==> src/rtl/reorder_buffer_pkg.sv <==
// Shared types and defaults for the reorder buffer: entry layout, tag and
// architectural register widths.
package reorder_buffer_pkg;

   localparam int ROB_DEPTH  = 16;
   localparam int ROB_TAG_W  = $clog2(ROB_DEPTH);
   localparam int ARCH_REG_W = 6;

   typedef logic [ROB_TAG_W-1:0]  rob_tag_t;
   typedef logic [ARCH_REG_W-1:0] arch_reg_t;

   typedef struct packed {
      logic      valid;
      logic      done;
      logic      uses_rw;
      arch_reg_t rw_addr;
      logic      is_branch;
      logic      mispredict;
   } rob_entry_t;

endpackage

==> src/rtl/reorder_buffer_ptr_ctrl.sv <==
// Head/tail/occupancy bookkeeping for the reorder buffer. Pointers wrap by
// their power-of-two width; occupancy comes from count, never pointer compare.
module rob_ptr_ctrl
   import reorder_buffer_pkg::*;
#(
   parameter int DEPTH = ROB_DEPTH,
   parameter int TAG_W = $clog2(DEPTH)
) (
   input  logic             clk,
   input  logic             rst_n,
   input  logic             alloc_fire,
   input  logic             retire_fire,
   input  logic             flush,
   output logic [TAG_W-1:0] head,
   output logic [TAG_W-1:0] tail,
   output logic [TAG_W:0]   count,
   output logic             full,
   output logic             empty
);

   logic [TAG_W-1:0] head_reg, head_next;
   logic [TAG_W-1:0] tail_reg, tail_next;
   logic [TAG_W:0]   count_reg, count_next;

   always_comb begin
      head_next  = head_reg;
      tail_next  = tail_reg;
      count_next = count_reg;
      if (flush) begin
         // Everything younger than the retiring branch is squashed, so the
         // buffer restarts empty just past it.
         head_next  = head_reg + 1'b1;
         tail_next  = head_reg + 1'b1;
         count_next = '0;
      end else begin
         if (alloc_fire)
            tail_next = tail_reg + 1'b1;
         if (retire_fire)
            head_next = head_reg + 1'b1;
         count_next = count_reg + (TAG_W+1)'(alloc_fire) - (TAG_W+1)'(retire_fire);
      end
   end

   always_ff @(posedge clk or negedge rst_n) begin
      if (!rst_n) begin
         head_reg  <= '0;
         tail_reg  <= '0;
         count_reg <= '0;
      end else begin
         head_reg  <= head_next;
         tail_reg  <= tail_next;
         count_reg <= count_next;
      end
   end

   assign head  = head_reg;
   assign tail  = tail_reg;
   assign count = count_reg;
   assign full  = (count_reg == (TAG_W+1)'(DEPTH));
   assign empty = (count_reg == '0);

endmodule

==> src/rtl/reorder_buffer.sv <==
// In-order retirement buffer: allocates at tail, completes by tag, retires one
// done head entry per cycle and flushes younger work on a mispredicted branch.
module reorder_buffer
   import reorder_buffer_pkg::*;
#(
   parameter int DEPTH  = ROB_DEPTH,
   parameter int TAG_W  = $clog2(DEPTH),
   parameter int ARCH_W = ARCH_REG_W
) (
   input  logic              clk,
   input  logic              rst_n,
   input  logic              alloc_valid,
   output logic              alloc_ready,
   input  logic              alloc_uses_rw,
   input  logic [ARCH_W-1:0] alloc_rw_addr,
   input  logic              alloc_is_branch,
   output logic [TAG_W-1:0]  alloc_tag,
   input  logic              complete_valid,
   input  logic [TAG_W-1:0]  complete_tag,
   input  logic              complete_mispredict,
   output logic              retired_uses_rw,
   output logic [ARCH_W-1:0] retired_rw,
   output logic              retire_valid,
   output logic              flush,
   output logic [TAG_W:0]    count,
   output logic              full,
   output logic              empty
);

   logic [TAG_W-1:0] head;
   logic [TAG_W-1:0] tail;
   logic             alloc_fire;
   rob_entry_t       entry_view [DEPTH];
   rob_entry_t       head_entry;

   rob_ptr_ctrl #(
      .DEPTH (DEPTH),
      .TAG_W (TAG_W)
   ) u_ptr_ctrl (
      .clk         (clk),
      .rst_n       (rst_n),
      .alloc_fire  (alloc_fire),
      .retire_fire (retire_valid),
      .flush       (flush),
      .head        (head),
      .tail        (tail),
      .count       (count),
      .full        (full),
      .empty       (empty)
   );

   assign head_entry   = entry_view[head];
   assign retire_valid = head_entry.valid && head_entry.done;
   assign flush        = retire_valid && head_entry.mispredict;
   // A flushing cycle drops any allocate, so it must not look accepted.
   assign alloc_ready  = !full && !flush;
   assign alloc_fire   = alloc_valid && alloc_ready;
   assign alloc_tag    = tail;

   assign retired_uses_rw = retire_valid && head_entry.uses_rw;
   assign retired_rw      = retire_valid ? ARCH_W'(head_entry.rw_addr) : '0;

   genvar gi;
   generate
      for (gi = 0; gi < DEPTH; gi++) begin : g_entry
         rob_entry_t entry_reg;
         logic       hit_alloc;
         logic       hit_complete;
         logic       hit_retire;

         assign hit_alloc    = alloc_fire && (tail == TAG_W'(gi));
         assign hit_complete = complete_valid && (complete_tag == TAG_W'(gi)) && entry_reg.valid;
         assign hit_retire   = retire_valid && (head == TAG_W'(gi));

         always_ff @(posedge clk or negedge rst_n) begin
            if (!rst_n) begin
               entry_reg <= '0;
            end else if (flush) begin
               entry_reg.valid <= 1'b0;
            end else if (hit_alloc) begin
               entry_reg <= '{valid:      1'b1,
                              done:       1'b0,
                              uses_rw:    alloc_uses_rw,
                              rw_addr:    arch_reg_t'(alloc_rw_addr),
                              is_branch:  alloc_is_branch,
                              mispredict: 1'b0};
            end else begin
               if (hit_complete) begin
                  entry_reg.done       <= 1'b1;
                  entry_reg.mispredict <= complete_mispredict && entry_reg.is_branch;
               end
               if (hit_retire)
                  entry_reg.valid <= 1'b0;
            end
         end

         assign entry_view[gi] = entry_reg;
      end
   endgenerate

endmodule

==> config.mk <==
export PLATFORM = sky130hd
export DESIGN_NAME = reorder_buffer
export DESIGN_NICKNAME = d
export VERILOG_FILES = /design/src/rtl/reorder_buffer_pkg.sv /design/src/rtl/reorder_buffer_ptr_ctrl.sv /design/src/rtl/reorder_buffer.sv
export SDC_FILE = /design/constraint.sdc
export NUM_CORES = 1
export LEC_CHECK = 0
export ABC_CLOCK_PERIOD_IN_PS = 6980
export CAP_MARGIN = 25
export CORE_UTILIZATION = 35
export DETAILED_ROUTE_END_ITERATION = 7
export PLACE_DENSITY = 0.51
export SETUP_SLACK_MARGIN = 0.15
export SYNTH_ARGS = -nofsm -noshare
export SYNTH_HDL_FRONTEND = slang
export SYNTH_SLANG_ARGS = --single-unit
==> constraint.sdc <==
create_clock -name clk -period 6.98 [get_ports clk]
set_input_delay 1.396 -clock clk [delete_from_list [all_inputs] [get_ports clk]]
set_output_delay 1.396 -clock clk [all_outputs]
set_load 0.01 [all_outputs]
# Word level (Yosys, flattened, before mapping)
# Index checks and enable logic that the tools add are counted.
# word_totals
reg_bits	189
latchBits	0
ramBits	0
rom_bits	0
in_bits	17
output_inout_bits	21
wordCells	414
memories	0
# classes
add_sub_neg	4
multipliers	0
n_div	0
n_lt_le_gt_ge	1
eq_ne	46
shifts	0
n_mux	105
bitwise_logic	2
reduce_logical	157
# ops
op	count
$eq A4 B4 Y1 const B	24
$logic_and A1 B1 Y1	85
$mux W1	80
$reduce_and A2 Y1	32
$eq A4 B3 Y1 const B	12
$reduce_bool A3 Y1	16
$bmux W11 S4	1
$reduce_bool A2 Y1	18
$mux W2	16
$eq A4 B2 Y1 const B	6
$mux W11	2
$mux W4	4
$eq A4 B1 Y1 const B	3
$logic_not A4 Y1	3
$add A4 B1 Y4 const B	2
$mux W6	1
$add A5 B1 Y5	1
$eq A5 B5 Y1 const B	1
$ge A5 B5 Y1 const B	1
$logic_not A5 Y1	1
$mux W5	1
$not A4 Y5	1
$sub A5 B1 Y5	1
$logic_not A1 Y1	2
$not A1 Y1	1

# Longest topological paths before layout
# Gate-level depths: netlist (run 1).
# depth
ltp_word	12
mapped_depth	19
mapped_depth_nobuf	14

# Hierarchy
# A second synthesis (run 1) with hierarchy kept.
# unflattened
hier_cells	707
area_unflattened_um2	9326.4
# by_module_without_submodules
module	instances	cells_each	area_each_um2	seq_area_each_um2
reorder_buffer	1	634	8564.5	4404.2
rob_ptr_ctrl	1	73	762.0	325.3

# Worst setup path after synthesis (run 1)
# Ideal clock, no wire load.
# synth_path
path_type	register to output
start	reg u_ptr_ctrl.head_reg[0] (netlist: u_ptr_ctrl.head[0])
end	out retired_rw[5]
arrival_ns	2.456
t_required_ns	5.584
slack_ns	3.128
path_stages_with_launch	7
path_buffers	3
cell_sequence	dfrtp_1 > buf_6 > buf_6 > buf_1 > mux4_2 > mux4_2 > and3_1
# synth_via
elab_chain_cells	6
# synth_rtl
item	line_no	text
start: declaration	reorder_buffer_ptr_ctrl.sv:21	logic [TAG_W-1:0] head_reg, head_next;
start signal: assignment	reorder_buffer_ptr_ctrl.sv:50	head_reg <= head_next;
$not A4 Y5 (implied by the code) (*)	reorder_buffer.sv:52	assign head_entry = entry_view[head];
$bmux W11 S4 (*)	reorder_buffer.sv:52	
$mux W11 (implied by the code) (*) (2 in a row)	reorder_buffer.sv:52	
$logic_and A1 B1 Y1	reorder_buffer.sv:53	assign retire_valid = head_entry.valid && head_entry.done;
$mux W6 (*)	reorder_buffer.sv:61	assign retired_rw = retire_valid ? ARCH_W'(head_entry.rw_addr) : '0;
end: declaration	reorder_buffer.sv:22	output logic [ARCH_W-1:0] retired_rw,
# Mark *: on every way between the ends. The rest lies on a longest branch, timed or not. The select of a mux whose other input is x is not followed.

# Worst setup path in the final report (run 1)
# layout_path
start	reg u_ptr_ctrl.head_reg[2] (netlist: u_ptr_ctrl.head[2])
end	out flush
# layout_via
elab_chain_cells	6
# layout_rtl
item	line_no	text
$not A4 Y5 (implied by the code) (*)	reorder_buffer.sv:52	
$bmux W11 S4 (*)	reorder_buffer.sv:52	
$mux W11 (implied by the code) (*) (2 in a row)	reorder_buffer.sv:52	
$logic_and A1 B1 Y1	reorder_buffer.sv:53	
$logic_and A1 B1 Y1 (*)	reorder_buffer.sv:54	assign flush = retire_valid && head_entry.mispredict;
end: declaration	reorder_buffer.sv:24	output logic flush,
# Marks and branches as above.

==> summary.txt, run 1 <==
status - finished, violations left
failing checks - DRC
EDFF count, synth - 0
vias in the first global route - 6,333
Post-DRT Antenna Nets - 0
antenna violations before repair - 0
cts hold-fix bufs - 0
max reg flops - 176
CTS tree - done
synth cell count leaders - dfrtp_1 (189), mux2_2 (107), mux4_2 (47), nor2_1 (42), nand2_1 (34)
Net Switching - 1.809 mW
Int Power - 3.231 mW
core area - 0.02621 mm²
H-Tree Depth - 4
CP delay by family, top - buffers and inverters
Max-Cap Viols - 0
clock network power share - 0.194
critical path cell sequence - nor2b_1 -> nor2b_1 -> a211oi_1 -> nand3_4 -> inv_2 -> clkdlybuf4s50_1
final setup fails - 0
WP depth - 6
Initial DRC Count - 432
crit-path max FO - 53
clk root buf - clkbuf_16
cell taking the most area after synthesis - dfrtp_1
die height - 165.7 µm
Leakage - 4.463 nW
grt total ovfl - 0
peak per-stage delay on the critical path - 0.89 ns
CP bufs+invs - 2
Clk Latency, worst-skew pair - 0.45 ns
element type at the critical path start - flip-flop
Switching Fraction - 0.3590
hold_ws - 0.5054 ns
Post-Place Worst Slack - 1.761 ns
overall global routing resource usage - 0.1931
overall power - 5.041 mW
Cells after Synth - 703
TNS Setup - 0 ns
post-DP HPWL - 16,610 µm
area grow syn2layout - 13.51%
worst reg2reg startpoint - u_ptr_ctrl.head[2]
sequential area share after synthesis - 0.5041
# diodes - 0
CP endpoint - flush
Crit. Startpoint - u_ptr_ctrl.head[2]
Fin. Hold Viols - 0
Total Nets Final - 756
Seq cells post-synth - 189
final max-slew violation count - 0
PortBufs - 37
Ys Warns - 0
Peak VDD IR - 201.7 µV
gpl congestion - 0.8618
Final WS setup - 1.342 ns
Placed Area - 0.01002 mm²
# placed instances - 1,039
relative slew slack - 0.3676
Hold Crit Class - reg -> reg
synthesized area - 0.009383 mm²
critical path class - reg -> out
pwr dens - 473.3 mW/mm²
ys flop type - dfrtp_1
DRC viols - 10
crit share post-route - 0.8077
final wirelength - 25,220 µm
most numerous cell in the Yosys netlist - dfrtp_1
WP data required - 5.58 ns
first-pass GRT wire length - 39,660 µm
clock buffer depth - 2
die area - 0.02747 mm²
maximum achievable frequency - 177.4 MHz
drt wl/cell - 23.53 µm
width of the die - 165.7 µm
row count - 59
DRT Pass-1 Iters - 6
syn_nets - 735
clk sink count - 189
Reg clk slew, reported paths - 0.08 ns
design area - 0.01065 mm²
distinct cell type count after synthesis - 52
Worst R2R Setup Slack - 2.37 ns
unrepaired setup endpoints after global routing - false
CTS Buf Count - 17
minimum clock period - 5.638 ns
Syn Area/Cell - 13.35 µm²
largest net degree at the start of global routing - 79
reg-to-reg critical path endpoint - u_ptr_ctrl.count[4]
Slew @ Worst Pin - 0.9476 ns
fin cells - 1,072
combinational share of power - 0.411
Worst EP arrival - 4.24 ns
slowest stage cell, crit path - inv_2
setup bufs post-CTS - 0
Worst Skew - 0.01629 ns
Vias - 6,033
most frequent CP cell - nor2b_1
final core utilization - 0.4064
area fraction of the dominant cell type after synthesis - 0.5041
Reg power frac - 0.394
R2R depth - 14
post-CTS sizing - 0
IO Count - 38
layout cells sized above 1 - 0.3460
drt via density - 5.628
largest cells by area after synthesis - dfrtp_1 (50%), mux2_2 (13%), mux4_2 (11%), mux2_4 (3.4%), ha_1 (1.9%)
Worst Setup End Kind - primary output
Initial Util - 0.3580
ys async rst share - 1.000
==> worst register-to-register path, delay by kind of cell (launching register included) <==
family	cells	cell delay [ns]
AOI/OAI and AO/OA	3	0.63
adders and majority gates	2	0.45
buffers and inverters	3	1.02
DFF	1	0.87
and+or+nand+nor	6	1.59
==> routing by layer <==
| layer | global-route usage | wire, µm |
|---|---|---|
| met1 | 0.2587 | 11060 |
| met3 | 0.03456 | 1207 |
| met4 | 0.07599 | 783 |
| met5 | 0 | 0 |
| met2 | 0.3121 | 12170 |
==> power by group through the flow <==
stage | registers, mW | clock network (mW) | logic [mW]
final | 1.99 | 0.979 | 2.07
after global routing | 2.06 | 1.05 | 2.24
after CTS | 1.99 | 1.00 | 2.10
after detailed placement | 2.01 | 0 | 2.09
after global placement | 1.98 | 0 | 2.05
after floorplan | 1.84 | 0 | 1.59
==> final cells by class <==
type,count,area [µm²]
fillers,2420,15560
flip-flops and latches,189,4732
multi-input cells,451,4344
repair buffers,51,499.2
clock buffers,18,429.2
well taps,335,419.2
clock inverters,14,173.9
inverters,14,52.55
==> cell families after synthesis <==
| kind of cell | Yosys count | share of synthesized area |
|---|---|---|
| buf+inv | 63 | 0.03360 |
| fa+ha+maj | 15 | 0.02080 |
| flops | 189 | 0.5041 |
| simple gates | 165 | 0.09641 |
| xor+xnor | 11 | 0.01027 |
| mux | 177 | 0.2770 |
| compound gates | 83 | 0.05787 |
==> cells in the final DEF (no fill, tap or decap), types with 4 or more instances in the layout <==
cell type / netlist / routed
and3_1: 13 / 13
clkinv_8: 0 / 6
clkdlybuf4s50_1: 0 / 36
o31ai_1: 11 / 11
dfrtp_1: 189 / 187
nand2b_1: 4 / 4
nand2_1: 34 / 34
nand3_1: 16 / 16
o2bb2ai_1: 4 / 4
mux2_2: 107 / 107
a31o_2: 9 / 9
ha_1: 14 / 14
nor2b_1: 5 / 5
nor4_2: 7 / 8
nor2_1: 42 / 42
a21oi_1: 25 / 25
nor3_1: 6 / 6
inv_1: 12 / 12
buf_4: 10 / 13
or3_1: 6 / 6
mux2_4: 21 / 21
mux4_2: 47 / 47
nand4_1: 12 / 12
clkbuf_16: 0 / 17
and2_1: 4 / 4
o21ai_0: 17 / 17
xnor2_1: 8 / 8
==> worst min-delay path by stage <==
stage,startpoint,endpoint,slack (ns),depth (start not counted)
after floorplan,entry_view[22],entry_view[22],0.45,1
after global placement,entry_view[147],entry_view[147],0.48,1
after detailed placement,entry_view[161],entry_view[161],0.49,1
after CTS,entry_view[2],entry_view[2],0.51,1
after global routing,entry_view[172],entry_view[172],0.52,1
final,entry_view[151],entry_view[151],0.51,1
Note: power is estimated with default switching activity, not from simulation.
==> inputs of run 2 (changes only) <==
Settings changed: ABC_CLOCK_PERIOD_IN_PS 6980 to 5800.
Clock period 6.98 ns to 5.8 ns, I/O delays scaled along.
==> run 2 against run 1 <==
The flow still finishes with violations (DRC). Cell count grew 0.65%. Non-clock buffer count up 7. Worst setup slack worse by 0.20 ns. Sequential share of layout area is 0.10 points lower. Clock skew is 0.0048 ns lower. Sequential cell count is the same. First-iteration DRC count decreased by 5.1%. Wire length is 0.33% lower. Via count is 0.12% higher. Combinational power rose by 20%. Sequential power increased by 21%. Die area unchanged.
==> summary.txt, run 2 (synthesized netlist as in run 1, its figures left out) <==
status - finished, violations left
failing checks - DRC
peak per-stage delay on the critical path - 0.87 ns
max reg flops - 176
Post-Place Worst Slack - 1.621 ns
width of the die - 165.7 µm
final wirelength - 25,140 µm
final setup fails - 0
Initial Util - 0.3580
relative slew slack - 0.3646
element type at the critical path start - flip-flop
Reg clk slew, reported paths - 0.07 ns
# diodes - 0
Hold Crit Class - reg -> reg
Worst EP arrival - 3.50 ns
unrepaired setup endpoints after global routing - false
drt via density - 5.598
post-DP HPWL - 16,810 µm
setup bufs post-CTS - 0
DRC viols - 5
layout cells sized above 1 - 0.3535
antenna violations before repair - 0
grt total ovfl - 0
met3 wire len - 1037 µm
core area - 0.02621 mm²
first-pass GRT wire length - 39,760 µm
drt wl/cell - 23.30 µm
WP data required - 4.64 ns
crit share post-route - 0.8039
Fin. Hold Viols - 0
Clk Latency, worst-skew pair - 0.44 ns
row count - 59
DRT Pass-1 Iters - 7
overall power - 6.081 mW
met1 WL - 11,470 µm
IO Count - 38
crit-path max FO - 19
most common cell after layout, fill and taps aside - dfrtp_1
overall global routing resource usage - 0.1932
cts hold-fix bufs - 0
maximum achievable frequency - 214.5 MHz
post-CTS sizing - 0
Vias - 6,040
TNS Setup - 0 ns
die area - 0.02747 mm²
gpl congestion - 0.8682
pwr dens - 569.7 mW/mm²
clk root buf - clkbuf_16
Worst Setup End Kind - primary output
CTS Buf Count - 17
H-Tree Depth - 4
Total Nets Final - 763
minimum clock period - 4.663 ns
clock buffer depth - 2
R2R depth - 14
most frequent cells in the layout - dfrtp_1 (187), mux2_2 (107), mux4_2 (47)
hold path cells - 1
final core utilization - 0.4074
area grow syn2layout - 13.77%
slowest stage cell, crit path - dfrtp_1
PortBufs - 37
CTS tree - done
Initial DRC Count - 410
Peak VDD IR - 226.6 µV
clk sink count - 189
Top Layer Used - met4
Post-DRT Antenna Nets - 0
largest net degree at the start of global routing - 110
Slew @ Worst Pin - 0.9530 ns
Worst Skew - 0.01152 ns
critical path cell sequence - nor2b_1 -> a22oi_1 -> nand2_2 -> and2_1 -> clkdlybuf4s50_1
critical path class - reg -> out
metal2 WL - 12,130 µm
final max-slew violation count - 0
Final WS setup - 1.137 ns
vias in the first global route - 6,528
Leakage - 4.503 nW
Max-Cap Viols - 0
die height - 165.7 µm
## run 2: power by group
part | total (mW) | leakage (nW) | internal, mW | switching, mW
registers | 2.40 | 2.33 | 1.94 | 0.465
logic | 2.48 | 1.87 | 1.38 | 1.10
clock network | 1.20 | 0.298 | 0.620 | 0.579
total | 6.08 | 4.50 | 3.93 | 2.15
## run 2: cell type report
cell class,instances,area [µm²]
Timing Repair Buffer,58,531.8
Fill cell,2428,15530
Sequential cell,189,4732
Clock inverter,15,170.2
Multi-Input combinational cell,451,4344
Tap cell,335,419.2
Inverter,14,52.55
Clock buffer,17,425.4
## run 2: final timing paths
kind                                    start                  end  slack (ns)
setup / recovery           u_ptr_ctrl.head[2]         retire_valid        1.14
max in group asynchronous               rst_n      entry_view[171]        3.66
setup reg to reg           u_ptr_ctrl.head[2]  u_ptr_ctrl.count[4]        1.78
hold reg to reg               entry_view[121]      entry_view[121]        0.49
min in group asynchronous               rst_n       entry_view[34]        0.80
hold / removal                entry_view[121]      entry_view[121]        0.49
## run 2: worst max-delay path: cells and delay by family, from the launching register on
kind                   cells  cell delay [ns]
AOI/OAI and AO/OA          1             0.15
and+or+nand+nor            3             1.35
DFF                        1             0.87
buffers and inverters      1             0.69
## run 2: metal layers
layer | vias to the layer above | track usage
met5 | - | 0
met4 | 0 | 0.06136
li1 | 2644 | -
met3 | 31 | 0.03765
met2 | 143 | 0.3139
met1 | 3222 | 0.2611
## run 2: metrics by stage
stage | std cells | area, µm² | hold WS, ns
2_1_floorplan | 703 | 9383 | 0.4515
3_3_place_gp | 1047 | 10080 | 0.4695
3_5_place_dp | 1047 | 10080 | 0.4751
4_1_cts | 1079 | 10680 | 0.4952
5_1_grt | 1079 | 10680 | 0.5181
6_report | 1079 | 10680 | 0.4948
